--- src/rtl/sensor_cfg_tx_if.sv ---
// Request handshake and radio-facing pins of the sensor configuration transmitter.
interface sensor_cfg_tx_if;
  logic        req_valid;
  logic        req_ready;
  logic [7:0]  req_reg;
  logic [15:0] req_data;
  logic        req_save;
  logic        done;
  logic        wireless_rx;
  logic        wireless_set;

  // Requester side: issues register writes and watches the line.
  modport master (
    output req_valid, req_reg, req_data, req_save,
    input  req_ready, done, wireless_rx, wireless_set
  );

  // Transmitter side.
  modport slave (
    input  req_valid, req_reg, req_data, req_save,
    output req_ready, done, wireless_rx, wireless_set
  );
endinterface

--- src/rtl/sensor_cfg_tx.sv ---
// Writes one 16-bit sensor register over the wireless module's UART RX line
// as unlock / write / optional save frames of five 8N1 bytes each, with an
// idle-high gap after every frame.
module sensor_cfg_tx #(
  parameter int CLKS_PER_BIT = 16,
  parameter int GAP_CLKS     = 4096
) (
  input  logic           clk_uart,
  input  logic           rst_n,
  sensor_cfg_tx_if.slave bus
);

  localparam int CNT_W = $clog2(CLKS_PER_BIT);
  localparam int GAP_W = $clog2(GAP_CLKS + 1);
  localparam logic [CNT_W-1:0] CNT_LAST = CNT_W'(CLKS_PER_BIT - 1);
  localparam logic [GAP_W-1:0] GAP_LAST = GAP_W'(GAP_CLKS - 1);

  typedef enum logic [2:0] {S_IDLE, S_START, S_DATA, S_STOP, S_GAP} state_t;

  state_t           state_q, state_d;
  logic [CNT_W-1:0] cnt_q, cnt_d;
  logic [2:0]       bit_q, bit_d;
  logic [2:0]       byte_q, byte_d;
  logic [1:0]       frame_q, frame_d;
  logic [GAP_W-1:0] gap_q, gap_d;
  logic [7:0]       reg_q, reg_d;
  logic [15:0]      data_q, data_d;
  logic             save_q, save_d;
  logic             rx_q, rx_d;
  logic             done_s;
  logic             bit_end;
  logic [7:0]       cur_byte;

  // Byte idx of the given frame: unlock, write(reg, data LSB, data MSB), save.
  function automatic logic [7:0] frame_byte(input logic [1:0]  frame,
                                            input logic [2:0]  idx,
                                            input logic [7:0]  r,
                                            input logic [15:0] d);
    logic [7:0] b;
    b = 8'hFF;
    case (idx)
      3'd0: b = 8'hFF;
      3'd1: b = 8'hAA;
      3'd2: b = (frame == 2'd0) ? 8'h69 : (frame == 2'd1) ? r         : 8'h00;
      3'd3: b = (frame == 2'd0) ? 8'h88 : (frame == 2'd1) ? d[7:0]    : 8'h00;
      3'd4: b = (frame == 2'd0) ? 8'hB5 : (frame == 2'd1) ? d[15:8]   : 8'h00;
      default: b = 8'hFF;
    endcase
    return b;
  endfunction

  // Sequencer next state, counters, request capture and next line level.
  always_comb begin
    state_d  = state_q;
    cnt_d    = cnt_q;
    bit_d    = bit_q;
    byte_d   = byte_q;
    frame_d  = frame_q;
    gap_d    = gap_q;
    reg_d    = reg_q;
    data_d   = data_q;
    save_d   = save_q;
    done_s   = 1'b0;
    bit_end  = (cnt_q == CNT_LAST);
    cur_byte = 8'hFF;
    rx_d     = 1'b1;

    case (state_q)
      S_START: begin
        cnt_d = bit_end ? '0 : cnt_q + CNT_W'(1);
        if (bit_end) state_d = S_DATA;
      end
      S_DATA: begin
        cnt_d = bit_end ? '0 : cnt_q + CNT_W'(1);
        if (bit_end) begin
          if (bit_q == 3'd7) begin
            state_d = S_STOP;
            bit_d   = '0;
          end else begin
            bit_d = bit_q + 3'd1;
          end
        end
      end
      S_STOP: begin
        cnt_d = bit_end ? '0 : cnt_q + CNT_W'(1);
        if (bit_end) begin
          if (byte_q == 3'd4) begin
            state_d = S_GAP;
            byte_d  = '0;
          end else begin
            state_d = S_START;
            byte_d  = byte_q + 3'd1;
          end
        end
      end
      S_GAP: begin
        if (gap_q == GAP_LAST) begin
          gap_d = '0;
          if ((frame_q == 2'd0) || ((frame_q == 2'd1) && save_q)) begin
            state_d = S_START;
            frame_d = frame_q + 2'd1;
          end else begin
            state_d = S_IDLE;
            frame_d = '0;
            done_s  = 1'b1;
          end
        end else begin
          gap_d = gap_q + GAP_W'(1);
        end
      end
      default: ;
    endcase

    // Acceptance is possible in IDLE and on the final gap cycle (done).
    if (bus.req_valid && ((state_q == S_IDLE) || done_s)) begin
      state_d = S_START;
      cnt_d   = '0;
      bit_d   = '0;
      byte_d  = '0;
      frame_d = '0;
      gap_d   = '0;
      reg_d   = bus.req_reg;
      data_d  = bus.req_data;
      save_d  = bus.req_save;
    end

    cur_byte = frame_byte(frame_d, byte_d, reg_d, data_d);
    case (state_d)
      S_START: rx_d = 1'b0;
      S_DATA:  rx_d = cur_byte[bit_d];
      default: rx_d = 1'b1;
    endcase
  end

  // State, counters, latched request and the registered TX line.
  always_ff @(posedge clk_uart or negedge rst_n) begin
    if (!rst_n) begin
      state_q <= S_IDLE;
      cnt_q   <= '0;
      bit_q   <= '0;
      byte_q  <= '0;
      frame_q <= '0;
      gap_q   <= '0;
      reg_q   <= '0;
      data_q  <= '0;
      save_q  <= 1'b0;
      rx_q    <= 1'b1;
    end else begin
      state_q <= state_d;
      cnt_q   <= cnt_d;
      bit_q   <= bit_d;
      byte_q  <= byte_d;
      frame_q <= frame_d;
      gap_q   <= gap_d;
      reg_q   <= reg_d;
      data_q  <= data_d;
      save_q  <= save_d;
      rx_q    <= rx_d;
    end
  end

  assign bus.req_ready    = (state_q == S_IDLE) || done_s;
  assign bus.done         = done_s;
  assign bus.wireless_rx  = rx_q;
  assign bus.wireless_set = 1'b1;

endmodule

--- src/flat_wrapper.sv ---
// flat-port wrapper written by rule: the top's interface ports become plain ports
module sensor_cfg_tx_flat 
#(
  parameter int CLKS_PER_BIT = 16,
  parameter int GAP_CLKS     = 4096
)
  (clk_uart, rst_n, bus_req_valid, bus_req_reg, bus_req_data, bus_req_save, bus_req_ready, bus_done, bus_wireless_rx, bus_wireless_set);
  sensor_cfg_tx_if bus_i ();
  input  logic clk_uart;
  input  logic rst_n;
  input wire logic [$bits(bus_i.req_valid)-1:0] bus_req_valid;
  input wire logic [$bits(bus_i.req_reg)-1:0] bus_req_reg;
  input wire logic [$bits(bus_i.req_data)-1:0] bus_req_data;
  input wire logic [$bits(bus_i.req_save)-1:0] bus_req_save;
  output wire logic [$bits(bus_i.req_ready)-1:0] bus_req_ready;
  output wire logic [$bits(bus_i.done)-1:0] bus_done;
  output wire logic [$bits(bus_i.wireless_rx)-1:0] bus_wireless_rx;
  output wire logic [$bits(bus_i.wireless_set)-1:0] bus_wireless_set;
  assign bus_i.req_valid = bus_req_valid;
  assign bus_i.req_reg = bus_req_reg;
  assign bus_i.req_data = bus_req_data;
  assign bus_i.req_save = bus_req_save;
  assign bus_req_ready = bus_i.req_ready;
  assign bus_done = bus_i.done;
  assign bus_wireless_rx = bus_i.wireless_rx;
  assign bus_wireless_set = bus_i.wireless_set;
  sensor_cfg_tx #(.CLKS_PER_BIT(CLKS_PER_BIT), .GAP_CLKS(GAP_CLKS)) u_core (.clk_uart(clk_uart), .rst_n(rst_n), .bus(bus_i));
endmodule
--- config.mk ---
export PLATFORM = sky130hd
export DESIGN_NAME = sensor_cfg_tx_flat
export DESIGN_NICKNAME = d
export VERILOG_FILES = /design/src/rtl/sensor_cfg_tx_if.sv /design/src/rtl/sensor_cfg_tx.sv /design/src/flat_wrapper.sv
export SDC_FILE = /design/constraint.sdc
export NUM_CORES = 1
export LEC_CHECK = 0
export BUFFER_PORTS_ARGS = -buffer_cell sky130_fd_sc_hd__buf_4
export CORE_ASPECT_RATIO = 0.8
export CORE_MARGIN = 2
export CORE_UTILIZATION = 45
export DETAILED_ROUTE_END_ITERATION = 10
export PLACE_DENSITY_LB_ADDON = 0.15
export SLEW_MARGIN = 20
export SYNTH_ARGS = -nofsm -noshare
export SYNTH_HDL_FRONTEND = slang
export SYNTH_SLANG_ARGS = --single-unit
export TNS_END_PERCENT = 30
--- constraint.sdc ---
create_clock -name clk_uart -period 5.7 [get_ports clk_uart]
set_input_delay 0 -clock clk_uart [delete_from_list [all_inputs] [get_ports clk_uart]]
set_output_delay 0 -clock clk_uart [all_outputs]
set_load 0.01 [all_outputs]
==> results.md, run 1 <==
- Synth Instances: roughly 370
- CTS tree: done
- Outcome: finished clean
- DRT iter0 DRCs: between 200 and 250
- Hold WC Path Type: in2reg
- Num rows: 27
- Multi-input gate area: between 1500 and 2000 um^2
- Post-Syn Area: about 3100 um^2
- Period utilization: 0.5943
- Antenna violations before repair: 0
- Pleak: between 1.5 and 2 nW
- Clk_lat worst skew: ~0.30 ns
- Slew headroom: 0.4901
- Worst setup SP type: register
- CP Data Required Time: ~5.9 ns
- CP dominant cell by count: nor4_1
- Kind of critical path: reg2reg
- Die ar.: between 7000 and 8000 um^2
- Worst VDD drop: 0.1531 mV
- Clock Path Buffers: 2
- Largest net degree at the start of global routing: 55
- Setup-failing EPs final: 0
- Die Ht: 78.74 um
- TritonCTS Buffers: 5
- Synth warn: 0
- Synthesized Nets: between 400 and 500
- Final Hold Fails: 0
- RSZ-0062 raised after global routing: no
- Pwr Density: between 300 and 400 nW/um^2
- First-pass detailed-route iteration total: 4
- Routed len/inst: approximately 15 um
- Core area: ~6800 um^2
- Ys async rst share: 1.000
- CP top delay family: simple AND/OR/NAND/NOR gates
- Worst-margin pin slew: 0.7569 ns
- Register area share after synthesis: 0.4305
- Post-route minimum period: ~3.4 ns
- Cell variety after synth: between 50 and 60
- Setup Skew: around 0.011 ns
- Synth Area per Inst: around 8.6 um^2
- First-pass GRT wire length: 13200 um
- Bufs and invs on worst path: 1
- Buffers on Ports: 30
- Critical Path AT: roughly 3.6 ns
- Predominant post-synthesis flop cell: dfrtp_1
- Via/cell ratio: ~5.5
- Initial Utilization: 0.4604
- Sequential Area: 1353 um^2
- Top cells by area, synth: dfrtp_1 42%, nand2_1 11%, nor2_1 4.7%
- RePlAce Congestion: approximately 0.94
- Top cell type's share of synthesized area: 0.4221
- Crit-path max FO: 25
- Number of setup buffers added after CTS: 0
- Final non-filler cell total: between 500 and 600
- Setup tns final: 0 ns
- Post-synth top area cell: dfrtp_1
- Clock sinks: 54
- Ports: 32
- Cells after DPL: 471
- Layout cells sized above 1: 0.1435
- CP endpoint kind: register
- Final wirelength: 7734 um
- Post-route ant nets: 0
- Remaining DRCs: 0
- FILL cells: 634
- Critical Path Slowest Stage Cell: nor4_4
- CP Cell Sequence: or3b_4, nor4_4, a31o_2, buf_4, nor3_1, o21bai_1, nor4_1, nor4_1, o2bb2ai_1
- Post-DP HPWL: ~5300 um
- Synth Register Bits: between 50 and 60
- Gr usage total: 0.2119
- Final-report max-slew violation count: 0
- Clk pin slew, worst setup/hold paths: approximately 0.1 ns
- Final #Nets: between 400 and 500
- Max Cap Viol: 0
- CTS Root Cell: clkbuf_8
- Vias in the first global route: 2625
- Vias: between 2000 and 3000
- Die Wd: between 90 and 100 um
- Fmax: ~300 MHz
- Post-synth EDFFs: 0
- H-tree depth: 2
- Area growth, synth to finish: 20.15%
- Antenna diode count: 0
- Worst path max stage delay: roughly 0.64 ns
- Overflow after GRT: 0
-- state kept, by name (all words and copies together) (netlist names) --
register,flops
u_core.reg_q,8
u_core.bus.wireless_rx,1
u_core.byte_q,3
u_core.save_q,1
u_core.state_q,3
u_core.gap_q,13
u_core.bit_q,3
u_core.cnt_q,4
u_core.data_q,16
u_core.frame_q,2
-- layer usage --
metal  share of wire  track usage
met1            0.54       0.3377
met4          0.0065      0.04306
met2            0.41       0.3028
met5               0            0
met3           0.047      0.03433
-- logic make-up (layout without fill, tap and decap cells) --
| family | Yosys count | count (layout) | synth area share |
|---|---|---|---|
| xor gates and xnor gates | 8 | 8 | 0.02230 |
| adders and majority gates | 9 | 9 | 0.03584 |
| AOI/OAI and AO/OA | 59 | 59 | 0.1247 |
| DFF | 54 | 54 | 0.4305 |
| and+or+nand+nor | 192 | 192 | 0.2883 |
| muxes | 17 | 17 | 0.05854 |
| other | 1 | 1 | 0.001194 |
| buffers and inverters | 25 | 78 | 0.03863 |
-- Yosys cell counts, types with 4 or more instances --
master / instances
nand2_1: 89
dfrtp_1: 53
nor2_1: 39
o21ai_0: 19
nand3_1: 12
inv_1: 11
a21oi_1: 9
ha_1: 9
mux2i_1: 9
nand4_1: 8
mux2_2: 7
nor3_1: 7
a31oi_1: 6
xor2_1: 6
clkbuf_1: 5
nor4_1: 5
and2_1: 4
nand2b_1: 4
o31ai_1: 4
-- stage by stage --
stage / area, um^2 / setup WS, ns / hold slack [ns] / power (mW) / util
CTS: 3775 / 2.339 / 0.1648 / 1.492 / 0.5532
floorplan: 3142 / 2.912 / -0.2956 / 1.079 / -
global route: 3775 / 2.074 / 0.2277 / 1.625 / 0.5532
finish: 3775 / 2.312 / 0.1676 / 1.488 / 0.5532
global placement: 3425 / 2.400 / 0.09979 / 1.242 / 0.5018
detailed placement: 3425 / 2.351 / 0.1014 / 1.251 / 0.5018
-- tightest hold or removal path: cells and delay by family --
family,cells,cell delay (ns)
compound gates,2,0.19
simple gates,1,0.10
buf+inv,2,0.15
-- where the power goes --
| part | total [mW] | internal (mW) | switching, mW |
|---|---|---|---|
| combinational | 0.603 | 0.248 | 0.354 |
| sequential | 0.663 | 0.535 | 0.128 |
| clock | 0.222 | 0.0996 | 0.123 |
| total | 1.49 | 0.883 | 0.605 |
-- final timing paths --
path | slack, ns | start | depth (start not counted) | endpoint
max in group asynchronous | 4.96 | rst_n | 2 | u_core.data_q[8]$_DFF_PN0_
max | 2.31 | u_core.state_q[1]$_DFF_PN0_ | 9 | u_core.bus.wireless_rx$_DFF_PN1_
min | 0.17 | bus_req_valid | 5 | u_core.state_q[0]$_DFF_PN0_
min reg2reg | 0.48 | u_core.data_q[10]$_DFF_PN0_ | 2 | u_core.data_q[10]$_DFF_PN0_
max reg2reg | 2.31 | u_core.state_q[1]$_DFF_PN0_ | 9 | u_core.bus.wireless_rx$_DFF_PN1_
min in group asynchronous | 0.28 | rst_n | 2 | u_core.cnt_q[1]$_DFFE_PN0P_
-- placed cells by master (no fill, tap or decap), drive strengths merged, types with 8 or more instances in the layout --
cell type | Yosys | layout
nor3 | 8 | 8
inv | 11 | 11
dlygate4sd3 | 0 | 26
ha | 9 | 9
nor2 | 39 | 39
clkbuf | 5 | 8
a21oi | 9 | 9
o21ai | 19 | 19
nand2 | 89 | 89
mux2 | 8 | 8
buf | 9 | 33
mux2i | 9 | 9
nand4 | 8 | 8
dfrtp | 53 | 53
nand3 | 12 | 12
-- timing repair --
| item | in CTS | in global routing |
|---|---|---|
| hold buffers | 26 | 0 |
| resized for setup | 0 | 0 |
| endpoints found under the hold margin | 78 | 0 |
-- final cells by class --
cell class                 count  share of cell area
inverter                      11             0.01094
clock buffer                   8             0.02386
tap                           87             0.02884
multi-input combinational    286              0.4435
timing repair buffer          59              0.1346
sequential                    54              0.3583
(Power assumes the default switching activity.)
==> inputs of run 2 (changes only) <==
ABC_AREA = 1   (was unset)
clock period = 3.3 ns   (was 5.7 ns; I/O delays follow)
==> run 2 against run 1 <==
Effect of this change:
- wire length fell by 7.5%
- the flow now finishes with violations (hold timing)
- core utilization rose by 0.17 points
- first-iteration DRC count fell by 6.7%
- worst hold slack got worse by 0.18 ns
- highest routed layer unchanged
- via count rose by 2.7%
- setup slack got worse by 1.7 ns
==> results.md, run 2 <==
- Switch Pwr: 0.8765 mW (was 0.6052 mW)
- Clock Path Buffers: 2 (unchanged)
- Top cell type's share of synthesized area: 0.4158 (was 0.4221)
- Top-count cell post-synth: nand2_1 (unchanged)
- CP top delay family: simple AND/OR/NAND/NOR gates (unchanged)
- Met3 GRT Util: 0.03785 (was 0.03433)
- Worst Slack Setup Final: 0.6250 ns (was 2.312 ns)
- Multi-input gate area: 1518 um^2 (was 1674 um^2)
- Pint: 1.336 mW (was 0.8827 mW)
- Worst-margin pin slew: 0.6943 ns (was 0.7569 ns)
- Kind of critical path: reg2reg (unchanged)
- Final-report max-slew violation count: 0 (unchanged)
- RSZ-0062 raised after global routing: no (unchanged)
- Synthesized Nets: 478 (was 402)
- Pre-CTS setup slack: 0.6378 ns (was 2.351 ns)
- Clock sinks: 54 (unchanged)
- Seq pwr share: 0.456 (was 0.446)
- Antenna violations before repair: 0 (unchanged)
- Ys async rst share: 1.000 (unchanged)
- Post-DP HPWL: 5194 um (was 5275 um)
- Post-Syn Area: 3189 um^2 (was 3142 um^2)
- RePlAce Congestion: 0.8913 (was 0.9396)
- Pleak: 1.965 nW (was 1.730 nW)
- Cell variety after synth: 38 (was 57)
- Via/cell ratio: 4.848 (was 5.469)
- Setup-failing EPs final: 0 (unchanged)
- Layout cells sized above 1: 0.1265 (was 0.1435)
- Synth cell count leaders: 162 x nand2_1, 62 x inv_1, 53 x dfrtp_1 (was 89 x nand2_1, 53 x dfrtp_1, 39 x nor2_1)
- Combinational group share of total power: 0.377 (was 0.405)
- CTS tree: done (unchanged)
- Period utilization: 0.8106 (was 0.5943)
- Synth Register Bits: 54 (unchanged)
- Clk pin slew, worst setup/hold paths: 0.10 ns (about the same)
- Fmax: 373.8 MHz (was 295.2 MHz)
- FILL cells: 662 (was 634)
- Die Wd: 98.13 um (was 97.42 um)
- Post-synth top area cell: dfrtp_1 (unchanged)
- Synth warn: 0 (unchanged)
- Sequential Area: 1353 um^2 (unchanged)
- Met1 GRT Util: 0.2924 (was 0.3377)
- Final Hold Fails: 1 (was 0)
- Pwr Density: 581.4 nW/um^2 (was 394.2 nW/um^2)
- Synth Instances: 441 (was 365)
- Largest net degree at the start of global routing: 55 (unchanged)
- Overflow after GRT: 0 (unchanged)
- Crit-path max FO: 24 (was 25)
- Critical Path AT: 2.93 ns (was 3.62 ns)
- First-pass detailed-route iteration total: 5 (was 4)
- Vias in the first global route: 2673 (was 2625)
- Initial Utilization: 0.4651 (was 0.4604)
- Slew headroom: 0.5372 (was 0.4901)
- Max Cap Viol: 0 (unchanged)
- Core area: 6858 um^2 (was 6824 um^2)
- Largest registers: u_core.data_q: 16 flops, u_core.gap_q: 13 flops, u_core.reg_q: 8 flops (unchanged)
- Most used routing layer: met2 (was met1)
- Violated checks: hold timing
- Sw frac: 0.3962 (was 0.4068)
- Finished Core Util: 0.5548 (was 0.5532)
- CTS Root Cell: clkbuf_8 (unchanged)
- Post-route ant nets: 0 (unchanged)
- Ports: 32 (unchanged)
- Commonest non-fill, non-tap cell in the layout: nand2_1 (unchanged)
- Num rows: 27 (unchanged)
- Top cells by area, synth: dfrtp_1 42%, nand2_1 19%, inv_1 7.3% (was dfrtp_1 42%, nand2_1 11%, nor2_1 4.7%)
- Outcome: finished with violations (was finished clean)
- Final #Nets: 534 (was 454)
- Most frequent cells in the layout: 162 x nand2_1, 62 x inv_1, 53 x dfrtp_1, 39 x nor2_1, 37 x nand3_1 (was 89 x nand2_1, 53 x dfrtp_1, 39 x nor2_1, 33 x buf_4, 26 x dlygate4sd3_1)
- Biggest register: u_core.data_q (unchanged)
- Predominant post-synthesis flop cell: dfrtp_1 (unchanged)
- CP Cell Sequence: ha_1, nand3_2, nor2_8, nand4_4, nand2_4, nand2_4, inv_2, buf_4, nand2_1, nand2_1, nand2_1, nor2_1, nor2_1, nand3_1, nand3_1, nand2_1, nand2_1, nand3_1, nand2_1, inv_1 (was or3b_4, nor4_4, a31o_2, buf_4, nor3_1, o21bai_1, nor4_1, nor4_1, o2bb2ai_1)
- Register area share after synthesis: 0.4241 (was 0.4305)
- Antenna diode count: 0 (unchanged)
- Total power draw: 2.212 mW (was 1.488 mW)
- TritonCTS Buffers: 5 (unchanged)
- H-tree depth: 2 (unchanged)
- Post-synth EDFFs: 0 (unchanged)
- Vias: 2836 (was 2762)
- CP endpoint kind: register (unchanged)
- Routed len/inst: 12.23 um (was 15.31 um)
- CP Data Required Time: 3.56 ns (was 5.93 ns)
- Hold WC Path Type: in2reg (unchanged)
- DRT iter0 DRCs: 194 (was 208)
- Cts repair resizes: 0 (unchanged)
- Worst VDD drop: 0.2556 mV (was 0.1531 mV)
- Clk network pwr share: 0.167 (was 0.149)
- Bufs and invs on worst path: 3 (was 1)
- Number of setup buffers added after CTS: 0 (unchanged)
- Worst setup SP type: register (unchanged)
- Synth Area per Inst: 7.232 um^2 (was 8.608 um^2)
- First-pass GRT wire length: 12320 um (was 13200 um)
- Setup Skew: 0.008776 ns (was 0.01075 ns)
- Die ar.: 7781 um^2 (was 7670 um^2)
- Remaining DRCs: 0 (unchanged)
- GRT met2 Usage: 0.2925 (was 0.3028)
- Clk_lat worst skew: 0.31 ns (was 0.30 ns)
- Critical Path Slowest Stage Cell: dfrtp_1 (was nor4_4)
- Area growth, synth to finish: 19.30% (was 20.15%)
- Post-route minimum period: 2.675 ns (was 3.388 ns)
- Hold slack: -0.01437 ns (was 0.1676 ns)
- Largest register FFs: 16 (unchanged)
- CP dominant cell by count: nand2_1 (was nor4_1)
- Gr usage total: 0.1962 (was 0.2119)
- Final wirelength: 7153 um (was 7734 um)
- Buffers on Ports: 30 (unchanged)
- Die Ht: 79.30 um (was 78.74 um)
- Worst path max stage delay: 0.40 ns (was 0.64 ns)
- Setup tns final: 0 ns (unchanged)
-- run 2: area by class of cell --
type                            count  area share
Multi-Input combinational cell    312      0.3989
Clock inverter                      1    0.001973
Tap cell                           87     0.02861
Timing Repair Buffer               57      0.1289
Clock buffer                        7     0.02006
Sequential cell                    54      0.3555
Inverter                           67     0.06610
-- run 2: path summary, 6_finish.rpt --
check / endpoint / depth (start not counted) / slack, ns / start
hold / removal: u_core.data_q[12]$_DFF_PN0_ / 3 / -0.01 / bus_req_data[12]
max in group asynchronous: u_core.gap_q[10]$_DFFE_PN0P_ / 2 / 2.58 / rst_n
hold reg to reg: u_core.data_q[13]$_DFF_PN0_ / 2 / 0.49 / u_core.data_q[13]$_DFF_PN0_
min in group asynchronous: u_core.cnt_q[2]$_DFFE_PN0P_ / 2 / 0.27 / rst_n
setup reg to reg: u_core.bus.wireless_rx$_DFF_PN1_ / 20 / 0.62 / u_core.gap_q[0]$_DFFE_PN0P_
setup / recovery: u_core.bus.wireless_rx$_DFF_PN1_ / 20 / 0.62 / u_core.gap_q[0]$_DFFE_PN0P_
-- run 2: kinds of logic after synthesis --
logic type,Yosys count,synth area share
adder cells (fa/ha/maj),9,0.03531
other,1,0.001176
flip-flops,54,0.4241
AO/OA/AOI/OAI,37,0.07219
AND/OR/NAND/NOR,260,0.3531
buffers and inverters,75,0.1000
XOR/XNOR,4,0.01099
multiplexers,1,0.003139
-- run 2: routing by layer --
metal	routed length (um)	vias up	share of wire
met5	0	-	0
met4	60	0	0.0084
met3	295	6	0.041
met2	2933	60	0.41
met1	3863	1289	0.54
li1	-	1481	-
-- run 2: what timing repair did --
| item | CTS | global route |
|---|---|---|
| hold endpoints to repair | 77 | 0 |
| setup endpoints to repair | 0 | 0 |
| hold buffers | 25 | 0 |
-- run 2: stage by stage --
stage / instance area (um^2) / instances
after floorplan: 3189 / 441
final: 3805 / 585
after detailed placement: 3471 / 552
after CTS: 3805 / 585
after global placement: 3471 / 552
after global routing: 3805 / 585
-- run 2: worst reg2reg max path: stages, from the launching register on --
cell	delay (ns)
dfrtp_1	0.40
ha_1	0.21
nand3_2	0.16
nor2_8	0.19
nand4_4	0.12
nand2_4	0.14
nand2_4	0.18
inv_2	0.10
buf_4	0.29
nand2_1	0.09
nand2_1	0.09
nand2_1	0.05
nor2_1	0.14
nor2_1	0.06
nand3_1	0.07
nand3_1	0.07
nand2_1	0.07
nand2_1	0.05
nand3_1	0.07
nand2_1	0.05
inv_1	0.05
-- run 2: power by group through the flow --
stage	sequential [mW]	clock (mW)	combinational, mW
final	1.01	0.370	0.834
after global routing	1.04	0.413	0.963
after CTS	1.01	0.382	0.841
after detailed placement	1.02	0	0.814
after global placement	1.02	0	0.800
after floorplan	0.996	0	0.612
